===== config.mk =====
export PLATFORM = sky130hd
export DESIGN_NAME = see_cone_stim_driver
export DESIGN_NICKNAME = d
export VERILOG_FILES = /design/src/rtl/see_drv_pkg.sv /design/src/rtl/see_vec_gen.sv /design/src/rtl/see_cone_stim_driver.sv
export SDC_FILE = /design/constraint.sdc
export NUM_CORES = 1
export LEC_CHECK = 0
export BUFFER_PORTS_ARGS = -buffer_cell sky130_fd_sc_hd__buf_2
export CELL_PAD_IN_SITES_DETAIL_PLACEMENT = 1
export CELL_PAD_IN_SITES_GLOBAL_PLACEMENT = 2
export CORE_MARGIN = 10
export CORE_UTILIZATION = 37
export CTS_CLUSTER_DIAMETER = 100
export CTS_CLUSTER_SIZE = 20
export DETAILED_ROUTE_END_ITERATION = 6
export HOLD_SLACK_MARGIN = 0.05
export PLACE_DENSITY = 0.88
export SLEW_MARGIN = 10
export SYNTH_ARGS = -nofsm -noshare
export SYNTH_HDL_FRONTEND = slang
export SYNTH_SLANG_ARGS = --single-unit

===== constraint.sdc =====
create_clock -name clk -period 4.7 [get_ports clk]
set_clock_uncertainty 0.2 [all_clocks]
set_input_delay 0.47 -clock clk [delete_from_list [all_inputs] [get_ports clk]]
set_output_delay 0.47 -clock clk [all_outputs]
set_load 0.01 [all_outputs]

===== src/rtl/see_drv_pkg.sv =====
// Shared definitions for the SEE cone stimulus driver: sweep FSM states,
// settle-counter width and maximal-length LFSR tap masks.
package see_drv_pkg;

    localparam int SETTLE_W = 4;

    typedef enum logic [2:0] {
        ST_IDLE   = 3'd0,
        ST_APPLY  = 3'd1,
        ST_WAIT   = 3'd2,
        ST_SAMPLE = 3'd3,
        ST_FINISH = 3'd4
    } state_e;

    // Fibonacci tap masks for a shift-left LFSR whose feedback bit is the
    // parity of (state & mask); bit i of the mask is tap i+1.
    function automatic logic [7:0] lfsr_taps(input int n);
        logic [7:0] taps;
        case (n)
            3:       taps = 8'b0000_0110;
            4:       taps = 8'b0000_1100;
            5:       taps = 8'b0001_0100;
            6:       taps = 8'b0011_0000;
            7:       taps = 8'b0110_0000;
            default: taps = 8'b1011_1000;
        endcase
        return taps;
    endfunction

endpackage


===== src/rtl/see_vec_gen.sv =====
// Cone input vector generator. Binary up-count by default; with
// SEE_DRV_LFSR_EN defined it emits 0 followed by the 2^N_IN-1 states of a
// maximal-length LFSR seeded with 1.
module see_vec_gen
    import see_drv_pkg::*;
#(
    parameter int N_IN = 6
) (
    input  logic            clk,
    input  logic            rst_n,
    input  logic            load,
    input  logic            advance,
    output logic [N_IN-1:0] vec,
    output logic            last
);

    logic [N_IN-1:0] vec_q;
    logic [N_IN-1:0] vec_d;
    logic [N_IN-1:0] vec_next;

`ifdef SEE_DRV_LFSR_EN
    localparam logic [7:0]      TAPS8 = lfsr_taps(N_IN);
    localparam logic [N_IN-1:0] TAPS  = TAPS8[N_IN-1:0];
    localparam logic [N_IN-1:0] SEED  = {{(N_IN-1){1'b0}}, 1'b1};

    logic [N_IN-1:0] step;

    // LFSR successor; the zero vector is outside the cycle, so it jumps to the seed
    always_comb begin
        step     = {vec_q[N_IN-2:0], ^(vec_q & TAPS)};
        vec_next = (vec_q == '0) ? SEED : step;
        last     = (vec_q != '0) && (step == SEED);
    end
`else
    localparam logic [N_IN-1:0] ONE = {{(N_IN-1){1'b0}}, 1'b1};

    // Binary order; the all-ones vector ends the sweep
    always_comb begin
        vec_next = vec_q + ONE;
        last     = &vec_q;
    end
`endif

    // Load takes priority so a new sweep always restarts at zero
    always_comb begin
        vec_d = vec_q;
        if (load) begin
            vec_d = '0;
        end else if (advance) begin
            vec_d = vec_next;
        end
    end

    // Vector register
    always_ff @(posedge clk or negedge rst_n) begin
        if (!rst_n) begin
            vec_q <= '0;
        end else begin
            vec_q <= vec_d;
        end
    end

    assign vec = vec_q;

endmodule


===== src/rtl/see_cone_stim_driver.sv =====
// Stimulus/compare engine for an extracted SEE logic cone: sweeps every
// input vector, compares golden vs fault-injected outputs, counts mismatches.
// Optional build macro: SEE_DRV_LFSR_EN (LFSR vector order instead of binary).
//
// state     | meaning
// ST_IDLE   | waiting for start; outputs hold last sweep results
// ST_APPLY  | vector driven, inject raised, settle counter loaded
// ST_WAIT   | settle countdown, inject held
// ST_SAMPLE | compare golden/faulty, advance or finish
// ST_FINISH | inject/busy low, done set
module see_cone_stim_driver
    import see_drv_pkg::*;
#(
    parameter int N_IN   = 6,
    parameter int CNT_W  = 16,
    parameter int SETTLE = 1
) (
    input  logic             clk,
    input  logic             rst_n,
    input  logic             start,
    output logic [N_IN-1:0]  vec,
    output logic             inject,
    input  logic             golden_q,
    input  logic             faulty_q,
    output logic             busy,
    output logic             done,
    output logic [CNT_W-1:0] err_count,
    output logic [N_IN-1:0]  first_err_vec,
    output logic             first_err_valid
);

    localparam logic [SETTLE_W-1:0] WAIT_LOAD = SETTLE_W'(SETTLE - 1);
    localparam logic [SETTLE_W-1:0] WAIT_ONE  = {{(SETTLE_W-1){1'b0}}, 1'b1};
    localparam logic [CNT_W-1:0]    CNT_ONE   = {{(CNT_W-1){1'b0}}, 1'b1};

    state_e            state_q, state_d;
    logic [SETTLE_W-1:0] wait_q, wait_d;
    logic [CNT_W-1:0]  err_q, err_d;
    logic [N_IN-1:0]   first_q, first_d;
    logic              fvalid_q, fvalid_d;
    logic              done_q, done_d;
    logic              gen_load, gen_advance, gen_last;

    assign gen_load    = (state_q == ST_IDLE) && start;
    assign gen_advance = (state_q == ST_SAMPLE) && !gen_last;

    see_vec_gen #(.N_IN(N_IN)) u_gen (
        .clk     (clk),
        .rst_n   (rst_n),
        .load    (gen_load),
        .advance (gen_advance),
        .vec     (vec),
        .last    (gen_last)
    );

    // Sweep sequencing, mismatch counting and first-failure capture
    always_comb begin
        state_d  = state_q;
        wait_d   = wait_q;
        err_d    = err_q;
        first_d  = first_q;
        fvalid_d = fvalid_q;
        done_d   = done_q;
        case (state_q)
            ST_IDLE: begin
                if (start) begin
                    state_d  = ST_APPLY;
                    err_d    = '0;
                    fvalid_d = 1'b0;
                    done_d   = 1'b0;
                end
            end
            ST_APPLY: begin
                wait_d  = WAIT_LOAD;
                state_d = ST_WAIT;
            end
            ST_WAIT: begin
                if (wait_q == '0) begin
                    state_d = ST_SAMPLE;
                end else begin
                    wait_d = wait_q - WAIT_ONE;
                end
            end
            ST_SAMPLE: begin
                if (golden_q != faulty_q) begin
                    if (err_q != {CNT_W{1'b1}}) begin
                        err_d = err_q + CNT_ONE;
                    end
                    if (!fvalid_q) begin
                        first_d  = vec;
                        fvalid_d = 1'b1;
                    end
                end
                if (gen_last) begin
                    state_d = ST_FINISH;
                    done_d  = 1'b1;
                end else begin
                    state_d = ST_APPLY;
                end
            end
            ST_FINISH: begin
                state_d = ST_IDLE;
            end
            default: begin
                state_d = ST_IDLE;
            end
        endcase
    end

    // Control and result registers
    always_ff @(posedge clk or negedge rst_n) begin
        if (!rst_n) begin
            state_q  <= ST_IDLE;
            wait_q   <= '0;
            err_q    <= '0;
            first_q  <= '0;
            fvalid_q <= 1'b0;
            done_q   <= 1'b0;
        end else begin
            state_q  <= state_d;
            wait_q   <= wait_d;
            err_q    <= err_d;
            first_q  <= first_d;
            fvalid_q <= fvalid_d;
            done_q   <= done_d;
        end
    end

    // inject covers sampling too, so the compare sees the upset cone
    assign busy            = (state_q == ST_APPLY) || (state_q == ST_WAIT) ||
                             (state_q == ST_SAMPLE);
    assign inject          = busy;
    assign done            = done_q;
    assign err_count       = err_q;
    assign first_err_vec   = first_q;
    assign first_err_valid = fvalid_q;

endmodule


==> metrics.md <==
| Metric | Value |
|---|---|
| Status | complete, no violations |
| Syn avg cell area | 10.4 um^2 |
| Clk slew on worst S/H paths | 0.09 ns |
| Hold WS | 0.0586 ns |
| Comb pwr share | 0.316 |
| CTS root buf | clkbuf_8 |
| Total of max-cap violations | 0 |
| DRC Markers | 0 |
| Crit path max fanout | 15 |
| Fraction of registers with async set/reset | 1.00 |
| WL final | 4.83 mm |
| Count leader, synth | dfrtp_1 |
| CP endpoint kind | register |
| Area of the multi-input gates | 940 um^2 |
| CTS tree | built |
| P_leak | 1.17 nW |
| Ant diodes | 0 |
| Vias in the first global route | 1,724 |
| DIE AREA | 0.00860 mm^2 |
| Sw frac | 0.370 |
| Routed via count | 1,568 |
| Cells along the critical path | and3b_1 > nand2_4 > nor2_2 > mux2_2 |
| Power share of the clock group | 0.281 |
| Setup_tns | 0 ns |
| Initial Util | 0.383 |
| DR vias/cell | 5.32 |
| Pin count of the biggest net entering global routing | 38 |
| Worst skew pair latency | 0.30 ns |
| Area leader, netlist | dfrtp_1 |
| Io pins | 37 |
| Initial antenna violation count | 0 |
| # fillers | 603 |
| Mapped Area | 0.00196 mm^2 |
| Post-synth net total | 198 |
| Pwr Density | 529 mW/mm^2 |
| Share of layout cells above drive strength 1 | 0.276 |
| H-tree Lvls | 2 |
| Total power | 0.00122 W |
| Initial drt markers | 42 |
| Core Region | 0.00511 mm^2 |
| First-pass GRT wire length | 8.34 mm |
| Delay-heaviest family, CP | simple AND/OR/NAND/NOR gates |
| Grt ovf | 0 |
| Post-DP HPWL | 3.42 mm |
| Worst-margin pin slew | 0.823 ns |
| Cell count after synthesis | 189 |
| Top post-synthesis cells by area | dfrtp_1, mux2_2, nor2_1, nand3_1, a211o_1 |
| Max_slew headroom | 0.452 |
| Sw power | 0.000451 W |
| Critical path's slowest cell | dfrtp_1 |
| WP buf/inv | 0 |
| Resized cells post-CTS | 0 |
| Crit path time final | 2.23 ns |
| Top cells by count, synth | dfrtp_1, nor2_1, nand3_1 |
| Crit-path max cell delay | 0.56 ns |
| Critical Path RT | 4.68 ns |
| Max clock buf depth | 2 |
| RSZ-0062 raised after global routing | no |
| Std-Cell Rows | 26 |
| Worst setup SP type | register |
| Total GRT Usage | 0.118 |
| Post-synthesis sequential area ratio | 0.473 |
| Peak VDD IR | 0.278 mV |
| Synth-to-Final Area Change | 17.5% |
| Placer Congestion | 0.753 |
| Final nets | 233 |
| Flop-to-flop setup slack | 2.47 ns |
| # hold bufs at CTS | 0 |
| Max-slew violations | 0 |
| Syn. warnings | 0 |
| Worst min path class | input port to async pin |
| Final Hold Viols | 0 |
| Seq pwr share | 0.404 |
| CP Class | register to register |
| Final setup viols | 0 |
| Die width | 92.7 um |
| Internal power | 0.000766 W |
| First-pass iteration count of the detailed router | 4 |
| Postcts setup bufs | 0 |
| DR WL/cell | 16.4 um |
| Top FF cell, synth | dfrtp_1 |
| Area share of the largest cell type after synthesis | 0.473 |
| Antenna Nets Post-Route | 0 |
| Worst EP arrival | 2.21 ns |
| DIE HEIGHT | 92.7 um |
| Final Cycle Share | 0.474 |
| Synth cell types | 47 |
| EDFF count, synth | 0 |
| Sink Count | 37 |
| Register area | 926 um^2 |
| PortBufs | 36 |
| Fmax | 449 MHz |
| Layout Utilization | 0.451 |
| Yosys reg bits | 37 |
| Num CTS Buffers | 5 |
-- per-stage QoR --
stage	area (um^2)	cells	setup WS (ns)
6_report	2300	295	2.47
5_1_grt	2300	295	2.28
4_1_cts	2300	295	2.46
3_5_place_dp	2160	287	2.47
3_3_place_gp	2160	287	2.51
2_1_floorplan	1960	189	2.75
-- power groups by stage --
| stage | combinational, W | clock, W | sequential [W] |
|---|---|---|---|
| floorplan | 0.000282 | 0 | 0.000483 |
| global placement | 0.000383 | 0 | 0.000492 |
| detailed placement | 0.000393 | 0 | 0.000495 |
| CTS | 0.000398 | 0.000347 | 0.000492 |
| global route | 0.000437 | 0.000362 | 0.000507 |
| finish | 0.000384 | 0.000341 | 0.000491 |
-- worst paths after layout --
kind,from,to,cells past startpoint
worst min-delay path,rst_n,u_gen.vec[4],1
worst max register to register,state_q[1],first_err_vec[2],4
worst min register to register,first_err_vec[0],first_err_vec[0],1
max in group asynchronous,rst_n,err_count[15],1
min in group clk,start,state_q[0],3
worst max-delay path,state_q[1],first_err_vec[2],4
-- layer usage --
layer | share of wire | global-route usage | routed length, um | vias to the layer above
met3 | 0.042 | 0.0323 | 203 | 5
met4 | 0.020 | 0.0566 | 97 | 0
met5 | 0 | 0 | 0 | -
li1 | - | - | - | 759
met2 | 0.48 | 0.201 | 2310 | 25
met1 | 0.46 | 0.134 | 2220 | 779
-- kinds of logic (layout without fill, tap and decap cells) --
logic type,count (synthesis),in the layout,share of synthesized area
simple gates,83,83,0.242
flops,37,37,0.473
compound gates,33,33,0.131
buf+inv,16,52,0.0473
xor+xnor,8,8,0.0358
mux,8,8,0.0454
fa+ha+maj,4,4,0.0256
-- registers in the layout, indices dropped and copies added, names as in the netlist --
register and flops:
state_q 3, first_err_valid 1, first_err_vec 6, u_gen.vec 6, done 1, wait_q 4, err_count 16
-- cells in the final DEF, fill, tap and decap left out, types with 4 or more instances in the layout --
master / synthesis / routed
dfrtp_1: 37 / 37
a21o_1: 4 / 4
o21ai_0: 5 / 5
xor2_1: 5 / 5
nand2_1: 8 / 8
and3_1: 8 / 8
nor2_1: 20 / 20
inv_1: 8 / 8
nand3_1: 14 / 14
nor3_1: 11 / 11
nor3b_1: 4 / 4
clkbuf_8: 2 / 5
mux2_2: 7 / 7
ha_1: 4 / 4
a211o_1: 7 / 7
buf_2: 4 / 36
-- cell type report --
cell class              instances  share of cell area
well taps                      70              0.0381
inverters                       8              0.0131
clock buffers                   5              0.0299
flip-flops and latches         37               0.402
clock inverters                 3              0.0299
multi-input cells             136               0.408
repair buffers                 36              0.0783
No activity file was read; power rests on OpenSTA's default activity.
